## config.mk

```make
export PLATFORM = sky130hd
export DESIGN_NAME = imem_fetch_buffer
export DESIGN_NICKNAME = d
export VERILOG_FILES = /design/src/rtl/imem_fetch_buffer.sv
export SDC_FILE = /design/constraint.sdc
export NUM_CORES = 1
export LEC_CHECK = 0
export ABC_AREA = 1
export BUFFER_PORTS_ARGS = -buffer_cell sky130_fd_sc_hd__buf_2
export CORE_MARGIN = 2
export CORE_UTILIZATION = 57
export CTS_CLUSTER_SIZE = 10
export DETAILED_ROUTE_END_ITERATION = 16
export PLACE_DENSITY_LB_ADDON = 0.3
export SYNTH_ARGS = -nofsm -noshare
export SYNTH_HDL_FRONTEND = slang
export SYNTH_SLANG_ARGS = --single-unit
```

## constraint.sdc

```tcl
create_clock -name clk -period 10.1 [get_ports clk]
set_input_delay 1.515 -clock clk [delete_from_list [all_inputs] [get_ports clk]]
set_output_delay 1.515 -clock clk [all_outputs]
set_load 0.1 [all_outputs]
```

## src/rtl/imem_fetch_buffer.sv

```systemverilog
// imem_fetch_buffer: instruction fetch stage with a small prefetch FIFO.
// Drives the memory instruction port from a fetch PC, captures the word that
// returns one cycle later and queues {pc, instruction} for decode. Redirects
// flush everything in flight so no stale word is ever delivered.
module imem_fetch_buffer #(
  parameter logic [31:0] RESET_PC   = 32'h0000_0000,
  parameter int          FIFO_DEPTH = 4
) (
  input  logic                          clk,
  input  logic                          rst_n,
  output logic [31:0]                   imem_address_o,
  input  logic [31:0]                   imem_instruction_i,
  input  logic                          redirect_valid_i,
  input  logic [31:0]                   redirect_pc_i,
  output logic                          out_valid_o,
  input  logic                          out_ready_i,
  output logic [31:0]                   out_pc_o,
  output logic [31:0]                   out_instruction_o,
  output logic [$clog2(FIFO_DEPTH):0]   fifo_count_o
);

  localparam int PTR_W = $clog2(FIFO_DEPTH);
  localparam int CNT_W = PTR_W + 1;
  localparam int SUM_W = CNT_W + 1;
  localparam logic [SUM_W-1:0] DEPTH_V = SUM_W'(FIFO_DEPTH);

  logic [31:0]      fetch_pc_q, fetch_pc_d;
  logic             inflight_q, inflight_d;
  logic [31:0]      inflight_pc_q, inflight_pc_d;
  logic [PTR_W-1:0] wr_ptr_q, wr_ptr_d;
  logic [PTR_W-1:0] rd_ptr_q, rd_ptr_d;
  logic [CNT_W-1:0] count_q, count_d;

  logic [31:0] pc_mem_q    [FIFO_DEPTH];
  logic [31:0] instr_mem_q [FIFO_DEPTH];

  logic             issue;
  logic             push;
  logic             pop;
  logic [SUM_W-1:0] credit_used;

  // Handshake decode: credit check for a new fetch, push of the returning word, pop by decode.
  always_comb begin
    // NOTE: combinational blocks use blocking assignments and give every output a value first,
    // so no latch can be inferred.
    credit_used = {1'b0, count_q} + SUM_W'(inflight_q);
    // A pop in the same cycle is deliberately not credited: keeps the rule simple and safe.
    issue       = !redirect_valid_i && (credit_used < DEPTH_V);
    push        = inflight_q && !redirect_valid_i;
    pop         = (count_q != '0) && out_ready_i && !redirect_valid_i;
  end

  // Next-state for fetch PC, in-flight tracker and FIFO pointers; redirect overrides everything.
  always_comb begin
    fetch_pc_d    = fetch_pc_q;
    inflight_d    = 1'b0;
    inflight_pc_d = inflight_pc_q;
    wr_ptr_d      = wr_ptr_q;
    rd_ptr_d      = rd_ptr_q;
    count_d       = count_q;

    if (redirect_valid_i) begin
      // The response for the current in-flight fetch arrives next cycle and is dropped
      // because inflight is cleared here.
      fetch_pc_d = {redirect_pc_i[31:2], 2'b00};
      wr_ptr_d   = '0;
      rd_ptr_d   = '0;
      count_d    = '0;
    end else begin
      if (issue) begin
        inflight_d    = 1'b1;
        inflight_pc_d = fetch_pc_q;
        fetch_pc_d    = fetch_pc_q + 32'd4;
      end
      if (push) wr_ptr_d = wr_ptr_q + PTR_W'(1);
      if (pop)  rd_ptr_d = rd_ptr_q + PTR_W'(1);
      case ({push, pop})
        2'b10:   count_d = count_q + CNT_W'(1);
        2'b01:   count_d = count_q - CNT_W'(1);
        default: count_d = count_q;
      endcase
    end
  end

  // Control state registers with synchronous active-low reset.
  always_ff @(posedge clk) begin
    // NOTE: sequential state is updated only with non-blocking assignments.
    if (!rst_n) begin
      fetch_pc_q    <= RESET_PC;
      inflight_q    <= 1'b0;
      inflight_pc_q <= 32'h0;
      wr_ptr_q      <= '0;
      rd_ptr_q      <= '0;
      count_q       <= '0;
    end else begin
      fetch_pc_q    <= fetch_pc_d;
      inflight_q    <= inflight_d;
      inflight_pc_q <= inflight_pc_d;
      wr_ptr_q      <= wr_ptr_d;
      rd_ptr_q      <= rd_ptr_d;
      count_q       <= count_d;
    end
  end

  // FIFO storage: capture {pc, instruction} when the fetched word returns.
  always_ff @(posedge clk) begin
    // NOTE: storage is not reset; entries are only observable once the count says they are valid.
    if (push) begin
      pc_mem_q[wr_ptr_q]    <= inflight_pc_q;
      instr_mem_q[wr_ptr_q] <= imem_instruction_i;
    end
  end

  assign imem_address_o    = fetch_pc_q;
  assign out_valid_o       = (count_q != '0);
  assign fifo_count_o      = count_q;
  // Head outputs read zero while empty so reset presents a clean bus.
  assign out_pc_o          = out_valid_o ? pc_mem_q[rd_ptr_q]    : 32'h0;
  assign out_instruction_o = out_valid_o ? instr_mem_q[rd_ptr_q] : 32'h0;

endmodule

```

==> reports/results.txt, run 1 <==
Yosys cell types: 41
Global-route usage over all layers: 23.5%
Diode count: 0
Sequential-to-total area share from yosys stat: 66.5%
Hold Path Cell Cnt: 2
Reg clk slew, reported paths: 0.05 ns
Mapped Area: 13,300 µm²
Setup CP Type: flop to primary output
Clock sink count: 318
Placer Congestion: 0.950
RSZ-0062 raised after global routing: false
Register bit total from synthesis: 318
Layout area overhead: 14.7%
Final worst path period need: 4.77 ns
Worst flop-to-flop path startpoint: fifo_count_o[0]
Vias: 9,505
CP startpoint kind: flop
Core box area: 22,800 µm²
Critical path arrival: 3.25 ns
Detail Route Antenna Nets: 0
CTS H-tree depth: 2
Worst-path maximum fanout: 80
Average cell area after synthesis: 10.5 µm²
Crit path required time: 8.59 ns
DR WL/cell: 16.7 µm
WHS: 0.481 ns
Remaining Overflow, GRT: 0
Die area: 24,600 µm²
Initial antenna violation count: 1
Final setup viols: 0
Peak VDD IR: 0.0000963 V
Static Leakage: 0.00582 µW
Die Y: 157 µm
Initial Utilization: 58.4%
Post CTS Setup Buffer Count: 0
Largest net degree at the start of global routing: 83
First-pass GRT wire length: 45,000 µm
Setup TNS: 0 ns
Placed instance area: 14,300 µm²
Layout cells sized above 1: 18.0%
Clock Root Buffer: clkbuf_16
Final worst path period share: 47.2%
Status: complete, no violations
Number of vias per cell: 5.47
Power density over the cells: 184 nW/µm²
Hold Path Class: flop to flop
Vias in the first global route: 9,045
First-pass DRT Iterations: 5
Maximum clock path buffer count: 3
Port bufs: 161
Post-CTS sizing: 0
Max transition margin: 34.4%
Hpwl dp: 16,400 µm
Clock latency on the worst-skew pair: 0.49 ns
Clk_skew: 0.0128 ns
Slew Limit Fails: 0
Syn. warnings: 0
CTS tree: yes
WL final: 29,000 µm
Worst Tran Pin Value: 0.984 ns
Total power draw: 2810 µW
Cell row count: 55
Post-Synthesis Cells: 1,268
Worst setup EP type: primary output
Final count of hold timing violations: 0
Cts hold-fix bufs: 0
I/O pin cnt: 168
Initial drt markers: 725
Max-Cap Viols: 0
Die X-Extent: 157 µm
# DRC: 0
TritonCTS Buffers: 37
Fmax achieved: 210 MHz
Design area: 15,300 µm²
Final net count: 1,487
Hold path start: rd_ptr_q[1]
FF-to-FF path depth: 10
Yosys cell counts:
cell,count,area (µm²)
nand2_2,8,50.1
o221ai_1,1,8.76
nand2_1,103,387
clkbuf_8,1,13.8
o21ai_1,12,60.1
ha_1,6,75.1
o21ai_2,1,8.76
dfxtp_1,70,1400
buf_1,1,3.75
nand3_4,4,70.1
a21oi_1,97,485
a211oi_1,2,15.0
a22oi_1,2,15.0
nor3_1,2,10.0
inv_1,65,244
nand3_2,4,40.0
clkbuf_1,39,146
nor2_8,2,40.0
nand3_1,36,180
nand2_4,3,33.8
conb_1,1,3.75
nand4_1,11,68.8
nor2_1,321,1200
buf_4,6,45.0
nor2_2,3,18.8
nand3b_1,5,37.5
or2_2,1,6.26
nor3_4,1,16.3
xnor2_1,1,8.76
buf_6,3,33.8
nor3b_1,1,7.51
edfxtp_1,248,7450
o211ai_1,4,30.0
o21ai_0,160,801
xor2_1,3,26.3
buf_2,18,90.1
a31oi_1,5,31.3
nor2_4,7,78.8
inv_2,8,30.0
fa_1,1,20.0
a21oi_2,1,8.76
flip-flops by register name (all words and copies together), names as in the netlist, named ones only:
register and count:
instr_mem_q 128, pc_mem_q 120, imem_address_o 30, inflight_pc_q 30, fifo_count_o 3, rd_ptr_q 2, wr_ptr_q 2, inflight_q 1
final cells by class:
cell class	count	area (µm²)
fill	1685	7520
sequential	318	8850
clock buffer	51	978
inverter	73	274
timing repair buffer	170	873
tap	313	392
multi-input combinational	812	3890
placed cells by master, fill, tap and decap left out, types with 6 or more instances in the layout:
cell type	instances
o21ai_1	12
inv_1	65
a21oi_1	97
buf_2	161
edfxtp_1	248
buf_4	9
nor2_1	317
ha_1	6
nand4_1	11
clkbuf_1	14
clkbuf_16	37
nand2_2	8
o21ai_0	160
nor2_4	11
nand3_1	36
nand2_1	103
dfxtp_1	68
inv_2	8
power by group:
part	total [µW]	switching [µW]	internal (µW)
Sequential	1460	24.2	1440
Clock	1110	445	663
Combinational	236	193	42.8
Total	2810	662	2140
worst max-delay path: stages (launching register included):
cell	delay [ns]
dfxtp_4	0.48
inv_2	0.56
buf_4	0.66
o21ai_0	0.21
a21oi_1	0.28
buf_2	0.48
path summary, 6_finish.rpt:
kind | endpoint | slack, ns
setup / recovery | out_pc_o[27] | 5.33
hold / removal | flop | 0.48
setup reg to reg | fifo_count_o[2] | 7.56
hold reg to reg | flop | 0.48
metrics by stage:
step                      instances  setup WS [ns]  util (%)
after floorplan                1271           5.19         -
after global placement         1686           5.90      62.7
after detailed placement       1686           5.84      62.7
after CTS                      1737           5.33      67.0
after global routing           1737           5.12      67.0
final                          1737           5.33      67.0
cell families (layout without fill, tap and decap cells):
group                      Yosys count  count (layout)  synth area share, %
DFF                                318             318                 66.5
adders and majority gates            7               7                0.715
other                                1               4               0.0282
xor gates and xnor gates             4               4                0.263
buffers and inverters              141             294                 4.56
and+or+nand+nor                    512             512                 16.9
AOI/OAI and AO/OA                  285             285                 11.0
per-layer routing:
metal	up-vias	routed length (µm)	global-route usage [%]
met4	2	617	7.51
met2	380	13800	39.8
met5	-	12	0
li1	4622	-	-
met1	4456	12300	30.5
met3	45	2300	4.82
Power figures use the tool's default switching activity.
==> inputs of run 2 (changes only) <==
- CORE_UTILIZATION: 57 -> 52
- clock period: 10.1 -> 4.3 ns (I/O delays scaled with it)
==> reports/results.txt, run 2 (same netlist as run 1, synthesis figures left out) <==
Clk_skew: 0.00884 ns (-0.00395 ns)
Hold Path Class: primary input to flop
# DRC: 0 (unchanged)
Worst-path maximum fanout: 45 (-44%)
Die X-Extent: 164 µm (+4.6%)
Status: complete, no violations
CTS tree: yes
CP startpoint kind: flop
Final net count: 1,496 (+0.61%)
Cts hold-fix bufs: 0 (unchanged)
Part of the power in the clock network: 40.4% (+0.9 points)
Hpwl dp: 17,700 µm (+7.8%)
Layout cells sized above 1: 18.7% (+0.70 points)
Worst Tran Pin Value: 0.962 ns (-0.0218 ns)
Pint: 5120 µW (+140%)
Final setup viols: 0 (unchanged)
Slew Limit Fails: 0 (unchanged)
P_sw: 1590 µW (+140%)
Setup CP Type: flop to primary output
Remaining Overflow, GRT: 0 (unchanged)
Cell row count: 58 (+5.5%)
Placer Congestion: 0.921 (-3.0%)
Number of vias per cell: 5.45 (-0.47%)
TritonCTS Buffers: 37 (unchanged)
Top reg by flops: instr_mem_q
Reg clk slew, reported paths: 0.05 ns (about the same)
Clock sink count: 318 (unchanged)
Vias in the first global route: 8,822 (-2.5%)
I/O pin cnt: 168 (unchanged)
Static Leakage: 0.00590 µW (+1.5%)
Finished Layout Cells: 1,765 (+1.6%)
First-pass DRT Iterations: 5 (unchanged)
Post-layout util: 61.4% (-5.6 points)
Post-CTS sizing: 0 (unchanged)
Worst setup EP type: primary output
Total power draw: 6710 µW (+140%)
Final worst path period need: 3.56 ns
Fmax achieved: 281 MHz
First-pass GRT wire length: 45,600 µm (+1.4%)
CTS H-tree depth: 2 (unchanged)
Die area: 26,900 µm² (+9.4%)
Sw Share: 23.7% (+0.14 points)
Port bufs: 161 (unchanged)
Global-route usage over all layers: 21.9% (-1.6 points)
Clock latency on the worst-skew pair: 0.51 ns (+0.02 ns)
Max transition margin: 35.7% (+1.2 points)
Final count of hold timing violations: 0 (unchanged)
Layout area overhead: 16.2%
Sequential power share: 51.2% (-0.9 points)
RSZ-0062 raised after global routing: false
Initial Utilization: 52.8% (-5.6 points)
Most common library cell in the layout ignoring fill and taps: nor2_1
Max-Cap Viols: 0 (unchanged)
Most frequent cells in the layout: nor2_1, edfxtp_1, buf_2, o21ai_0, nand2_1
DR WL/cell: 16.8 µm (+0.58%)
Crit path required time: 3.65 ns (-4.94 ns)
Post CTS Setup Buffer Count: 0 (unchanged)
Largest net degree at the start of global routing: 85 (+2.4%)
Maximum clock path buffer count: 3 (unchanged)
WL final: 29,600 µm (+2.2%)
Initial antenna violation count: 0 (-1)
Comb pwr share: 8.4% (about the same)
Final worst path period share: 82.7%
Critical path arrival: 2.91 ns (-0.34 ns)
Detail Route Antenna Nets: 0 (unchanged)
Die Y: 164 µm (+4.6%)
Peak VDD IR: 0.000295 V (+210%)
Max reg flops: 128 (unchanged)
Vias: 9,613 (+1.1%)
Biggest regs: instr_mem_q x128, pc_mem_q x120
Power density over the cells: 434 nW/µm² (+140%)
Clock Root Buffer: clkbuf_16
Core box area: 25,200 µm² (+11%)
Cells after DPL: 1,712 (+1.5%)
Initial drt markers: 860 (+19%)
Diode count: 0 (unchanged)
Setup TNS: 0 ns (unchanged)
run 2: worst paths after layout:
kind / slack (ns) / from / to / depth (start not counted)
max reg2reg: 1.73 / fifo_count_o[0] / fifo_count_o[2] / 9
min: 0.35 / imem_instruction_i[23] / instr_mem_q[1][23] / 1
min reg2reg: 0.48 / rd_ptr_q[0] / flop / 1
max: 0.74 / flop / out_pc_o[27] / 6
run 2: cell type report:
class                           count  area (µm²)
Timing Repair Buffer              179         991
Inverter                           73         274
Clock inverter                      1        8.76
Fill cell                        2054        9730
Clock buffer                       52        1020
Tap cell                          330         413
Multi-Input combinational cell    812        3890
Sequential cell                   318        8850
run 2: power by group through the flow:
| stage | registers, µW | logic [µW] | clock network, µW |
|---|---|---|---|
| 2_1_floorplan | 3600 | 316 | 0 |
| 3_3_place_gp | 3490 | 554 | 0 |
| 3_5_place_dp | 3490 | 562 | 0 |
| 4_1_cts | 3430 | 564 | 2770 |
| 5_1_grt | 3440 | 599 | 2890 |
| 6_report | 3430 | 563 | 2710 |
run 2: worst max-delay path: stages (launching register included):
cell and delay (ns):
dfxtp_2 0.65, inv_2 0.31, buf_4 0.40, nor2_1 0.16, o21ai_0 0.09, a21oi_1 0.27
buf_2 0.49
run 2: layer usage:
metal	share of wire [%]	routed length (µm)	global-route usage, %	vias to the layer above
met5	0	0	0	-
met4	2.4	707	6.78	0
met3	8.4	2470	3.99	47
met2	47	13800	35.6	375
met1	43	12600	30.1	4549
li1	-	-	-	4642
run 2: per-stage QoR:
step / hold slack (ns) / area (µm²) / worst slack (ns)
finish: 0.351 / 15500 / 0.744
global route: 0.340 / 15500 / 0.645
CTS: 0.333 / 15500 / 0.688
detailed placement: 0.462 / 14400 / 1.24
global placement: 0.457 / 14400 / 1.26
floorplan: 0.442 / 13300 / 0.263
==> inputs of run 3 (changes only) <==
- ABC_AREA: 1 -> 0
- CORE_UTILIZATION: 52 -> 57
- clock period: 4.3 -> 3.38 ns (I/O delays scaled with it)
==> reports/results.txt, run 3 <==
Status: complete, no violations
Register bit total from synthesis: 318 (unchanged)
DR WL/cell: 20.6 µm (+23%)
CP startpoint kind: flop
Post-Synth Adder-Cell Area: 0.753% (+0.039 points)
Post-CTS sizing: 0 (unchanged)
Fmax achieved: 344 MHz
Hpwl dp: 15,800 µm (-11%)
Vias: 7,535 (-22%)
Max-Cap Viols: 0 (unchanged)
Vias in the first global route: 7,520 (-15%)
Worst R2R End: fifo_count_o[2]
Final setup viols: 0 (unchanged)
FF-to-FF path depth: 9 (unchanged)
Setup TNS: 0 ns (unchanged)
Post CTS Setup Buffer Count: 0 (unchanged)
Final net count: 1,052 (-30%)
# DRC: 0 (unchanged)
Hold path start: redirect_pc_i[3]
Die X-Extent: 153 µm (-6.8%)
Biggest regs: instr_mem_q x128, pc_mem_q x120
Post-Synthesis Cells: 808 (-36%)
Detail Route Antenna Nets: 0 (unchanged)
I/O pin cnt: 168 (unchanged)
Total power draw: 8540 µW (+27%)
Finished Layout Cells: 1,286 (-27%)
Max reg flops: 128 (unchanged)
Most used routing layer: met2
Share of the synthesized area in the top cell type: 59.0% (+3.0 points)
Placer Congestion: 0.830 (-9.9%)
Mux contribution to synthesized area: 11.2% (+11 points)
Layout cells sized above 1: 28.6% (+10 points)
Worst-path maximum fanout: 26 (-42%)
Global-route usage over all layers: 22.9% (+0.97 points)
Cells after DPL: 1,217 (-29%)
Sequential-to-total area share from yosys stat: 70.1% (+3.6 points)
Maximum clock path buffer count: 3 (unchanged)
Fillers: 1,514 (-26%)
Yosys cell types: 45 (+9.8%)
Post-layout util: 68.5% (+7.2 points)
Slew Limit Fails: 0 (unchanged)
RSZ-0062 raised after global routing: false
Static Leakage: 0.00530 µW (-10%)
Average cell area after synthesis: 15.6 µm² (+49%)
Reg clk slew, reported paths: 0.06 ns (about the same)
Critical path arrival: 2.40 ns (-0.51 ns)
Setup CP Type: flop to primary output
Top reg by flops: instr_mem_q
FF-to-FF setup slack: 0.99 ns (-0.74 ns)
Cell accounting for the most synthesized area: edfxtp_1
Initial drt markers: 526 (-39%)
Diode count: 0 (unchanged)
Clock latency on the worst-skew pair: 0.51 ns (about the same)
Clock sink count: 318 (unchanged)
First-pass DRT Iterations: 5 (unchanged)
Crit path required time: 2.87 ns (-0.78 ns)
Final worst path period share: 86.0%
Peak VDD IR: 0.000283 V (-4.2%)
Clk_skew: 0.0182 ns (+0.00933 ns)
Top cells by count, synth: edfxtp_1, nand2_1, dfxtp_1
Layout area overhead: 18.1%
Initial antenna violation count: 0 (unchanged)
Syn. warnings: 0 (unchanged)
Compound-gate portion of the synthesized area: 4.81% (-6.2 points)
Worst flop-to-flop path startpoint: fifo_count_o[0]
Share of flip-flops with an asynchronous set or reset: 0% (unchanged)
Cell row count: 54 (-6.9%)
CP endpoint: out_instruction_o[27]
Post-synth EDFFs: 248 (unchanged)
Remaining Overflow, GRT: 0 (unchanged)
Grt met2 use: 37.7% (+2.0 points)
Mapped Area: 12,600 µm² (-5.1%)
First-pass GRT wire length: 41,600 µm (-8.8%)
Main synth FF type: edfxtp_1
Initial Utilization: 58.0% (+5.2 points)
Main combinational cell family by area after synthesis: multiplexers
Die area: 23,400 µm² (-13%)
Power density over the cells: 573 nW/µm² (+32%)
CTS tree: yes
Most frequent cells in the layout: edfxtp_1, buf_2, nand2_1, dfxtp_1, and2_1
Top cells by area, synth: edfxtp_1, dfxtp_1, mux4_2
Final count of hold timing violations: 0 (unchanged)
Hold Path Class: primary input to flop
Number of vias per cell: 5.86 (+7.6%)
CTS H-tree depth: 2 (unchanged)
Most common library cell in the layout ignoring fill and taps: edfxtp_1
Core box area: 21,800 µm² (-14%)
GR Util met1: 32.2% (+2.0 points)
Die Y: 153 µm (-6.8%)
Synth Area in XOR/XNOR: 0.971% (+0.71 points)
WL final: 26,600 µm (-10%)
Simple-gate area share of the yosys netlist: 10.1% (-6.8 points)
Most common cell in the netlist: edfxtp_1
Worst Tran Pin Value: 0.944 ns (-0.0176 ns)
Cts hold-fix bufs: 0 (unchanged)
Largest net degree at the start of global routing: 66 (-22%)
Final worst path period need: 2.91 ns
Port bufs: 161 (unchanged)
Clock Root Buffer: clkbuf_16
Worst setup EP type: primary output
Max transition margin: 36.5% (+0.80 points)
TritonCTS Buffers: 38 (+2.7%)
GR Layer Usage met3: 4.17% (+0.18 points)
==> run 3: area by class of cell <==
class	count	area (µm²)	area share, %
Clock buffer	66	1090	7.29
Clock inverter	3	21.3	0.143
Inverter	13	48.8	0.327
Multi-Input combinational cell	432	3540	23.8
Sequential cell	318	8860	59.4
Tap cell	280	350	2.35
Timing Repair Buffer	174	1000	6.73
==> run 3: cell families (layout without fill, tap and decap cells) <==
kind of cell               count (synthesis)  count (layout)
and+or+nand+nor                          240             240
other                                      1               4
DFF                                      318             318
adders and majority gates                  7               7
xor gates and xnor gates                  14              14
buffers and inverters                     61             256
AOI/OAI and AO/OA                        103             103
muxes                                     64              64
==> run 3: through the flow <==
step / setup WS (ns) / area, µm² / hold WS, ns
6_report: 0.472 / 14900 / 0.217
5_1_grt: 0.338 / 14900 / 0.206
4_1_cts: 0.425 / 14900 / 0.197
3_5_place_dp: 0.938 / 13800 / 0.490
3_3_place_gp: 0.969 / 13800 / 0.477
2_1_floorplan: 0.0196 / 12600 / 0.460
==> run 3: worst min-delay path by stage <==
stage	end	slack, ns	depth (start not counted)
after floorplan	pc_mem_q[0][10]	0.46	0
after global placement	inflight_pc_q[16]	0.48	2
after detailed placement	inflight_pc_q[8]	0.49	2
after CTS	instr_mem_q[3][28]	0.20	1
after global routing	instr_mem_q[3][22]	0.21	1
final	imem_address_o[3]	0.22	2
==> run 3: worst max-delay path, cell delays in order, from the launching register on <==
cell	delay (ns)
dfxtp_4	0.57
buf_12	0.28
mux4_2	0.53
and2_1	0.18
buf_2	0.29
==> run 3: where the power goes <==
group / internal, µW / switching, µW
Combinational: 125 / 446
Sequential: 4280 / 77.9
Clock: 2170 / 1440
Total: 6580 / 1960
==> run 3: per-layer routing <==
metal  vias up  part of all wire [%]  wire length, µm
met4         0                   1.8              472
li1       3465                     -                -
met2       303                    49            13000
met3        40                   6.8             1810
met5         -                     0                0
met1      3727                    43            11300
